<file path="src/rtl/ram_bus_arbiter.sv">
// Arbitrates the core's instruction-fetch and load/store ports onto the unified RAM strobe bus.
// One access every two cycles: grant -> RAM strobe -> response, with illegal accesses blocked at grant.
module ram_bus_arbiter #(
   parameter logic [31:0] DMEM_BASE   = 32'h0000_0800,
   parameter logic [31:0] SOC_ON_ADDR = 32'h0003_0000,
   parameter logic [31:0] MEM_TOP     = 32'h0000_1000
) (
   input  logic        clk_i,
   input  logic        rst_ni,
   input  logic        if_req_i,
   input  logic [31:0] if_addr_i,
   output logic        if_gnt_o,
   output logic        if_rvalid_o,
   output logic [31:0] if_rdata_o,
   output logic        if_err_o,
   input  logic        ls_req_i,
   input  logic        ls_we_i,
   input  logic [31:0] ls_addr_i,
   input  logic [31:0] ls_wdata_i,
   output logic        ls_gnt_o,
   output logic        ls_rvalid_o,
   output logic [31:0] ls_rdata_o,
   output logic        ls_err_o,
   output logic        ram_cs_o,
   output logic        ram_wr_o,
   output logic [31:0] ram_addr_o,
   output logic [31:0] ram_wdata_o,
   input  logic [31:0] ram_rdata_i,
   output logic        busy_o
);

   typedef enum logic [1:0] {IDLE, ACCESS, RESP} state_t;

   state_t      state;
   logic        last_ls;
   logic        port_ls;
   logic        we_q;
   logic        err_q;
   logic        arb_en;
   logic        gnt_any;
   logic        sel_we;
   logic [31:0] sel_addr;
   logic [31:0] sel_wdata;
   logic        sel_err;

   // Handshake: a port's gnt is high in the cycle its held req is accepted; exactly one
   // rvalid pulse follows two cycles later. Round-robin favours the port not granted last.
   always_comb begin
      arb_en    = rst_ni && (state != ACCESS);
      if_gnt_o  = arb_en && if_req_i && (!ls_req_i || last_ls);
      ls_gnt_o  = arb_en && ls_req_i && (!if_req_i || !last_ls);
      gnt_any   = if_gnt_o || ls_gnt_o;
      sel_we    = ls_gnt_o && ls_we_i;
      sel_addr  = ls_gnt_o ? ls_addr_i : if_addr_i;
      sel_wdata = ls_gnt_o ? ls_wdata_i : 32'h0;
      if (sel_we)
         sel_err = (sel_addr[1:0] != 2'b00) || (sel_addr < DMEM_BASE) ||
                   ((sel_addr >= MEM_TOP) && (sel_addr != SOC_ON_ADDR));
      else
         sel_err = (sel_addr[1:0] != 2'b00) || (sel_addr >= MEM_TOP);
   end

   always_ff @(posedge clk_i or negedge rst_ni) begin
      if (!rst_ni) begin
         state       <= IDLE;
         last_ls     <= 1'b0;
         port_ls     <= 1'b0;
         we_q        <= 1'b0;
         err_q       <= 1'b0;
         ram_cs_o    <= 1'b0;
         ram_wr_o    <= 1'b0;
         ram_addr_o  <= 32'h0;
         ram_wdata_o <= 32'h0;
         if_rvalid_o <= 1'b0;
         ls_rvalid_o <= 1'b0;
         if_err_o    <= 1'b0;
         ls_err_o    <= 1'b0;
      end else begin
         // Strobes and responses are single-cycle pulses unless set below.
         ram_cs_o    <= 1'b0;
         ram_wr_o    <= 1'b0;
         ram_addr_o  <= 32'h0;
         ram_wdata_o <= 32'h0;
         if_rvalid_o <= 1'b0;
         ls_rvalid_o <= 1'b0;
         if_err_o    <= 1'b0;
         ls_err_o    <= 1'b0;
         case (state)
            ACCESS: begin
               state       <= RESP;
               if_rvalid_o <= !port_ls;
               ls_rvalid_o <= port_ls;
               if_err_o    <= !port_ls && err_q;
               ls_err_o    <= port_ls && err_q;
            end
            default: begin
               if (gnt_any) begin
                  state   <= ACCESS;
                  last_ls <= ls_gnt_o;
                  port_ls <= ls_gnt_o;
                  we_q    <= sel_we;
                  err_q   <= sel_err;
                  // An illegal access never reaches the RAM.
                  if (!sel_err) begin
                     ram_cs_o    <= 1'b1;
                     ram_wr_o    <= sel_we;
                     ram_addr_o  <= sel_addr;
                     ram_wdata_o <= sel_wdata;
                  end
               end else begin
                  state <= IDLE;
               end
            end
         endcase
      end
   end

   assign if_rdata_o = (if_rvalid_o && !err_q) ? ram_rdata_i : 32'h0;
   assign ls_rdata_o = (ls_rvalid_o && !we_q && !err_q) ? ram_rdata_i : 32'h0;
   assign busy_o     = (state != IDLE);

endmodule
</file>
<file path="config.mk">
export PLATFORM = sky130hd
export DESIGN_NAME = ram_bus_arbiter
export DESIGN_NICKNAME = d
export VERILOG_FILES = /design/src/rtl/ram_bus_arbiter.sv
export SDC_FILE = /design/constraint.sdc
export NUM_CORES = 1
export LEC_CHECK = 0
export ABC_AREA = 1
export ABC_CLOCK_PERIOD_IN_PS = 3300
export BUFFER_PORTS_ARGS = -buffer_cell sky130_fd_sc_hd__buf_2
export CAP_MARGIN = 0
export CORE_AREA = 3 3 104 106
export CTS_BUF_LIST = sky130_fd_sc_hd__clkbuf_16
export DETAILED_ROUTE_END_ITERATION = 10
export DIE_AREA = 0 0 107 109
export PLACE_DENSITY = 0.83
export REMOVE_ABC_BUFFERS = 1
export SKIP_LAST_GASP = 1
export SLEW_MARGIN = 20
export SYNTH_ARGS = -nofsm -noshare
export SYNTH_HDL_FRONTEND = slang
export SYNTH_SLANG_ARGS = --single-unit
</file>
<file path="constraint.sdc">
create_clock -name clk_i -period 3.3 [get_ports clk_i]
set_input_delay 0.165 -clock clk_i [delete_from_list [all_inputs] [get_ports clk_i]]
set_output_delay 0.165 -clock clk_i [all_outputs]
set_load 0.02 [all_outputs]
</file>
==> results.sh, run 1 <==
export IMPL_vias=3749
export IMPL_cp_top_family="simple AND/OR/NAND/NOR gates"
export IMPL_cts_clk_slew_worst_paths_ps=60
export IMPL_crit_top_cell="nand2_1"
export IMPL_ios=270
export IMPL_dp_cells=883
export IMPL_crit_type="in -> reg"
export IMPL_rsz0062_at_grt="false"
export IMPL_ir_drop_mv=0.2145
export IMPL_synth_edf_count=0
export IMPL_cts_hold_buffers=1
export IMPL_end_kind="register"
export IMPL_grt_max_degree=66
export IMPL_min_period_over_period_pct=76.76
export IMPL_synth_top_family_by_area="simple AND/OR/NAND/NOR gates"
export IMPL_coreArea_um2=9864
export IMPL_ys_flop_type="dfrtp_1"
export IMPL_grt_pass1_vias=3393
export IMPL_synth_simple_area_share_pct=32.61
export IMPL_status="complete, no violations"
export IMPL_numCtsBuffers=9
export IMPL_combPwrFrac_pct=25.1
export IMPL_cts_buffer_depth=2
export IMPL_final_util_pct=54.25
export IMPL_place_hpwl_um=9486
export IMPL_p_int_w=0.001767
export IMPL_synth_most_common_cell="nand2_1"
export IMPL_slowest_delay_ps=550
export IMPL_slew_violations=0
export IMPL_synth_mux_area_share_pct=0
export IMPL_async_reset_ff_share_pct=100.0
export IMPL_track_usage_pct=19.01
export IMPL_die_h_um=109
export IMPL_cp_arrival_ps=2790
export IMPL_grt_overflow=0
export IMPL_skew_ps=5.777
export IMPL_stdcell_count=901
export IMPL_layout_min_cycle_time_ps=2533
export IMPL_insertion_delay_ps=320
export IMPL_netlist_top_cells_area="dfrtp_1 53%, nand2_1 15%, nor2_1 13%, inv_1 8.5%, buf_6 1.9%"
export IMPL_port_buffers=269
export IMPL_cpMaxStageDelayCell="dlygate4sd3_1"
export IMPL_wirelength_um=11750
export IMPL_start_util_pct=36.10
export IMPL_cts_root_buffer="clkbuf_16"
export IMPL_avgSynthCellArea_um2=7.434
export IMPL_nets=895
export IMPL_hp_class="in -> reg"
export IMPL_p_sw_share_pct=32.60
export IMPL_ant_nets=0
export IMPL_path_cells="dlygate4sd3_1 > buf_4 > nand2_4 > nor2_8 > nand2_1 > nand2_1 > nand2_1 > nor2_1 > nand2_1 > nor2_1 > nand2_1 > nand2_1 > nand2_1 > nand2_4 > nand2_1 > nand2_1"
export IMPL_synth_top_area_share_pct=52.71
export IMPL_fin_tns_setup_ps=0
export IMPL_power_w=0.002621
export IMPL_cts_sinks=75
export IMPL_cts_tree="yes"
export IMPL_routabilityCongestion=0.8300
export IMPL_synth_compound_area_share_pct=2.108
export IMPL_htreeDepth=3
export IMPL_dieArea_um2=11660
export IMPL_synth_cells=479
export IMPL_grt_pass1_wl_um=16910
export IMPL_max_clock_freq_ghz=0.3948
export IMPL_viasPerCell=4.161
export IMPL_start_kind="input port"
export IMPL_path_max_fanout=39
export IMPL_ys_warn_count=0
export IMPL_drive_gt1_share_pct=39.11
export IMPL_area_growth_pct=50.28
export IMPL_max_slew_margin_pct=34.53
export IMPL_setup_viol=0
export IMPL_synth_xor_area_share_pct=0
export IMPL_die_w_um=107
export IMPL_yosys_top_cells_count="141 x nand2_1, 125 x nor2_1, 81 x inv_1, 75 x dfrtp_1, 9 x clkbuf_1"
export IMPL_switchingPower_w=0.0008544
export IMPL_nFillCells=976
export IMPL_maxCapViolCount=0
export IMPL_synth_largest_area_cell="dfrtp_1"
export IMPL_power_density_nw_per_um2=489.8
export IMPL_synthAdderAreaFrac_pct=0
export IMPL_required_ps=3560
export IMPL_synth_seq_area_share_pct=52.71
export IMPL_worst_pin_slew_ps=979.7
export IMPL_wl_per_cell_um=13.04
export IMPL_synthDistinctLibCells=21
export IMPL_syn_area_um2=3561
export IMPL_power_leakage_nw=3.515
export IMPL_antenna_found_initial=1
export IMPL_row_count=36
export IMPL_clkPwrFrac_pct=37.0
export IMPL_cts_repair_resized=0
export IMPL_drc=0
export IMPL_seqPwrFrac_pct=37.9
export IMPL_drtIter0Drc=204
export IMPL_drt_pass1_iterations=7
export IMPL_cp_buffers_inverters=2
export IMPL_post_cts_buffers=0
export IMPL_ys_ff_latch=75
export IMPL_hold_violations=0
## stage by stage
stage / hold WS, ps / setup WS (ps) / cell area (um2)
5_1_grt: 43.86 / 413.3 / 5351
6_report: 57.99 / 767.0 / 5351
4_1_cts: 41.94 / 731.5 / 5344
2_1_floorplan: -130.6 / 1035 / 3503
3_3_place_gp: 21.85 / 889.3 / 5034
3_5_place_dp: 26.47 / 841.6 / 5034
## tightest hold or removal path, delay by kind of cell
family / cells / cell delay [ps]
buf+inv: 1 / 90
simple gates: 2 / 90
## registers in the layout (all words and copies together) (netlist names)
signal / count
ram_addr_o: 32
ram_wdata_o: 32
state: 2
err_q: 1
if_err_o: 1
if_rvalid_o: 1
ls_err_o: 1
ls_rvalid_o: 1
port_ls: 1
ram_cs_o: 1
ram_wr_o: 1
we_q: 1
## final cells by class
type | count | area (um2) | share of cell area, %
Antenna cell | 1 | 2.502 | 0.04676
Sequential cell | 75 | 1877 | 35.07
Multi-Input combinational cell | 320 | 1316 | 24.60
Timing Repair Buffer | 272 | 1374 | 25.67
Tap cell | 133 | 166.4 | 3.110
Clock buffer | 9 | 225.2 | 4.209
Inverter | 84 | 315.3 | 5.892
Clock inverter | 7 | 75.07 | 1.403
## layout by cell type, fill, tap and decap left out
cell type / netlist / layout
nor2_4: 1 / 1
inv_6: 0 / 1
buf_2: 1 / 268
clkbuf_16: 0 / 9
clkinv_4: 0 / 1
clkinv_2: 0 / 1
bufinv_16: 0 / 1
o21ai_1: 4 / 4
nand4_1: 1 / 1
inv_1: 81 / 81
nor2_8: 1 / 1
conb_1: 1 / 20
dlygate4sd3_1: 0 / 1
nand3_2: 0 / 1
diode_2: 0 / 1
nand2_4: 5 / 5
dfrtp_1: 75 / 75
a21oi_1: 1 / 1
inv_8: 0 / 1
buf_4: 3 / 3
clkinv_1: 0 / 1
nand3_1: 7 / 6
nor3_1: 3 / 3
nor2_2: 3 / 3
o21bai_1: 4 / 4
nor2_1: 125 / 125
nand2_1: 141 / 141
inv_2: 3 / 3
clkinvlp_4: 0 / 1
o21ai_0: 4 / 4
## power groups by stage
stage	sequential (W)	clock [W]	combinational [W]
2_1_floorplan	0.00104	0	0.000363
3_3_place_gp	0.00100	0	0.000659
3_5_place_dp	0.00101	0	0.000661
4_1_cts	0.000993	0.000996	0.000665
5_1_grt	0.00100	0.00104	0.000735
6_report	0.000994	0.000969	0.000659
## metal layers
metal	track usage [%]	wire length, um
met5	0	0
met4	6.393	204
met3	4.440	857
met2	37.63	6524
met1	19.50	4164
## logic make-up (layout without fill, tap and decap cells)
group / after synthesis / count (layout)
AND/OR/NAND/NOR: 287 / 287
buffers and inverters: 103 / 372
AO/OA/AOI/OAI: 13 / 13
flip-flops: 75 / 75
other: 1 / 21
## final timing paths
kind	start	end	slack, ps	cells after the start
max	rst_ni	err_q	770	16
min	ls_wdata_i[13]	ram_wdata_o[13]	60	3
max reg2reg	port_ls	err_q	840	15
min reg2reg	state[1]	state[1]	480	1
max in group asynchronous	rst_ni	ram_wdata_o[17]	2000	3
min in group asynchronous	rst_ni	port_ls	270	2
Power figures use the tool's default switching activity.
==> run 2, diff against run 1 <==
ABC_CLOCK_PERIOD_IN_PS = 2050   (was 3300)
CORE_AREA = default   (was 3 3 104 106)
CORE_ASPECT_RATIO = 0.7   (was default)
CORE_MARGIN = 3   (was default)
CORE_UTILIZATION = 36   (was default)
DIE_AREA = default   (was 0 0 107 109)
PLACE_DENSITY = 0.87   (was 0.83)
clock period = 2.05 ns   (was 3.3 ns; I/O delays follow)
==> run 2 against run 1 <==
  * The flow now finishes with violations (setup timing)
  * Clock skew increased by 1.6 ps
  * Combinational power increased by 96%
  * Sequential power increased by 61%
  * Cell count increased by 4.7%
  * Setup slack got worse by 880 ps
  * Core utilization increased by 9.3 points
  * First-iteration DRC count increased by 2.0%
  * Global-route usage increased by 4.4 points
  * Largest power group is now clock
==> results.sh, run 2 (synthesis gave the netlist of run 1 again) <==
export IMPL_power_density_nw_per_um2=776.7
export IMPL_htreeDepth=3
export IMPL_ios=270
export IMPL_path_max_fanout=14
export IMPL_row_count=29
export IMPL_cts_root_buffer="clkbuf_16"
export IMPL_ant_nets=0
export IMPL_r2r_slack_ps=-120
export IMPL_grt_overflow=0
export IMPL_drt_pass1_iterations=5
export IMPL_antenna_found_initial=0
export IMPL_required_ps=2310
export IMPL_routabilityCongestion=0.8652
export IMPL_start_kind="register"
export IMPL_place_hpwl_um=9524
export IMPL_drive_gt1_share_pct=41.60
export IMPL_layout_common_cells="268 x buf_2, 139 x nand2_1, 118 x nor2_1, 81 x inv_1, 75 x dfrtp_1"
export IMPL_mostFrequentLayoutCell="buf_2"
export IMPL_crit_top_cell="nand2_1"
export IMPL_cp_arrival_ps=2430
export IMPL_die_h_um=89.21
export IMPL_dieArea_um2=11140
export IMPL_maxCapViolCount=0
export IMPL_grt_pass1_vias=3964
export IMPL_rsz0062_at_grt="true"
export IMPL_max_slew_margin_pct=46.21
export IMPL_min_period_over_period_pct=105.7
export IMPL_max_clock_freq_ghz=0.4616
export IMPL_coreArea_um2=9325
export IMPL_cts_sinks=75
export IMPL_ir_drop_mv=0.6109
export IMPL_hold_violations=0
export IMPL_cts_buffer_depth=2
export IMPL_cp_top_family="simple AND/OR/NAND/NOR gates"
export IMPL_top_regs="ram_addr_o: 32 flops, ram_wdata_o: 32 flops, state: 2 flops"
export IMPL_start_util_pct=38.19
export IMPL_viasPerCell=4.445
export IMPL_slowest_delay_ps=400
export IMPL_final_util_pct=63.59
export IMPL_track_usage_pct=23.40
export IMPL_cts_clk_slew_worst_paths_ps=60
export IMPL_crit_type="reg -> reg"
export IMPL_end_kind="register"
export IMPL_area_growth_pct=66.51
export IMPL_status="finished, violations left"
export IMPL_die_w_um=124.9
export IMPL_port_buffers=269
export IMPL_wl_per_cell_um=14.96
export IMPL_fin_ws_ps=-116.4
export IMPL_nFillCells=724
export IMPL_cpMaxStageDelayCell="dfrtp_1"
export IMPL_drc=0
export IMPL_drtIter0Drc=208
export IMPL_setup_viol=45
export IMPL_path_cells="nand2_2 > nand2_4 > nor2_8 > buf_12 > nand2_1 > nand2_1 > nand2_1 > nor2_2 > nand2_1 > nor2_1 > nand2_1 > nand2_1 > nand2_2 > nand2_4 > buf_12 > nand2_1 > nand2_1"
export IMPL_layout_min_cycle_time_ps=2166
export IMPL_cp_buffers_inverters=2
export IMPL_vias=4192
export IMPL_dp_cells=893
export IMPL_grt_max_degree=67
export IMPL_wirelength_um=14110
export IMPL_violations="setup timing"
export IMPL_cts_tree="yes"
export IMPL_nets=943
export IMPL_insertion_delay_ps=330
export IMPL_stdcell_count=943
export IMPL_grt_pass1_wl_um=20140
export IMPL_hp_class="in -> reg"
export IMPL_power_leakage_nw=3.778
export IMPL_worst_pin_slew_ps=806.8
export IMPL_slew_violations=0
export IMPL_skew_ps=7.404
export IMPL_numCtsBuffers=9
-- run 2: cell types whose count changed in the layout (fill, tap and decap cells not counted), moves of 3 or more --
cell | previous run | this run
nand2_2 | 0 | 3
nor2_1 | 125 | 118
buf_4 | 3 | 20
nor2_2 | 3 | 9
buf_12 | 0 | 5
diode_2 | 1 | 4
dlygate4sd3_1 | 1 | 23
-- run 2: power breakdown --
group | switching, W | internal, W | leakage, nW
clock network | 0.000634 | 0.00107 | 0.152
registers | 0.0000480 | 0.00156 | 0.992
logic | 0.000824 | 0.000470 | 2.63
-- run 2: area by class of cell --
type	count	area, um2	share of cell area [%]
Antenna cell	4	10.01	0.1688
Clock buffer	9	225.2	3.798
Clock inverter	7	101.3	1.709
Inverter	84	315.3	5.318
Multi-Input combinational cell	322	1374	23.17
Sequential cell	75	1877	31.65
Tap cell	124	155.1	2.617
Timing Repair Buffer	318	1872	31.57
-- run 2: worst paths after layout --
kind,from,end,cells after the start
max,port_ls,err_q,17
min,ls_wdata_i[31],ram_wdata_o[31],3
max reg2reg,port_ls,err_q,17
min reg2reg,state[1],state[1],1
max in group asynchronous,rst_ni,ram_addr_o[14],3
min in group asynchronous,rst_ni,err_q,3
-- run 2: layer usage --
metal / vias to the layer above / track usage (%) / wire, um
met2: 219 / 43.73 / 7452
met5: - / 0 / 0
li1: 2015 / - / -
met3: 37 / 6.746 / 1085
met1: 1921 / 25.37 / 5126
met4: 0 / 10.33 / 447
-- run 2: stage by stage --
| step | TNS (ps) | setup slack (ps) | power, W | hold WS (ps) | instance area, um2 |
|---|---|---|---|---|---|
| 2_1_floorplan | -9390 | -214.6 | 0.002254 | -193.1 | 3503 |
| 3_3_place_gp | -74.92 | -12.39 | 0.002758 | 79.88 | 5215 |
| 3_5_place_dp | -1160 | -107.8 | 0.002779 | 89.05 | 5215 |
| 4_1_cts | -82.17 | -29.27 | 0.004545 | 0.7824 | 5833 |
| 5_1_grt | -8850 | -239.8 | 0.004815 | 8.317 | 5919 |
| 6_report | -2143 | -116.4 | 0.004605 | 4.012 | 5929 |
-- run 2: what timing repair did --
| item | 4_1_cts | 5_1_grt |
|---|---|---|
| endpoints found under the hold margin | 31 | 0 |
| resized for setup | 7 | 9 |
| hold buffers | 23 | 0 |
| setup endpoints to repair | 47 | 47 |
| cloned | 1 | 3 |
| setup buffers | 2 | 1 |
| pin swaps | 3 | 1 |
-- run 2: worst reg2reg max path, delay by kind of cell, from the launching register on --
kind | cells | cell delay [ps]
buffers and inverters | 2 | 300
DFF | 1 | 400
and+or+nand+nor | 15 | 1400
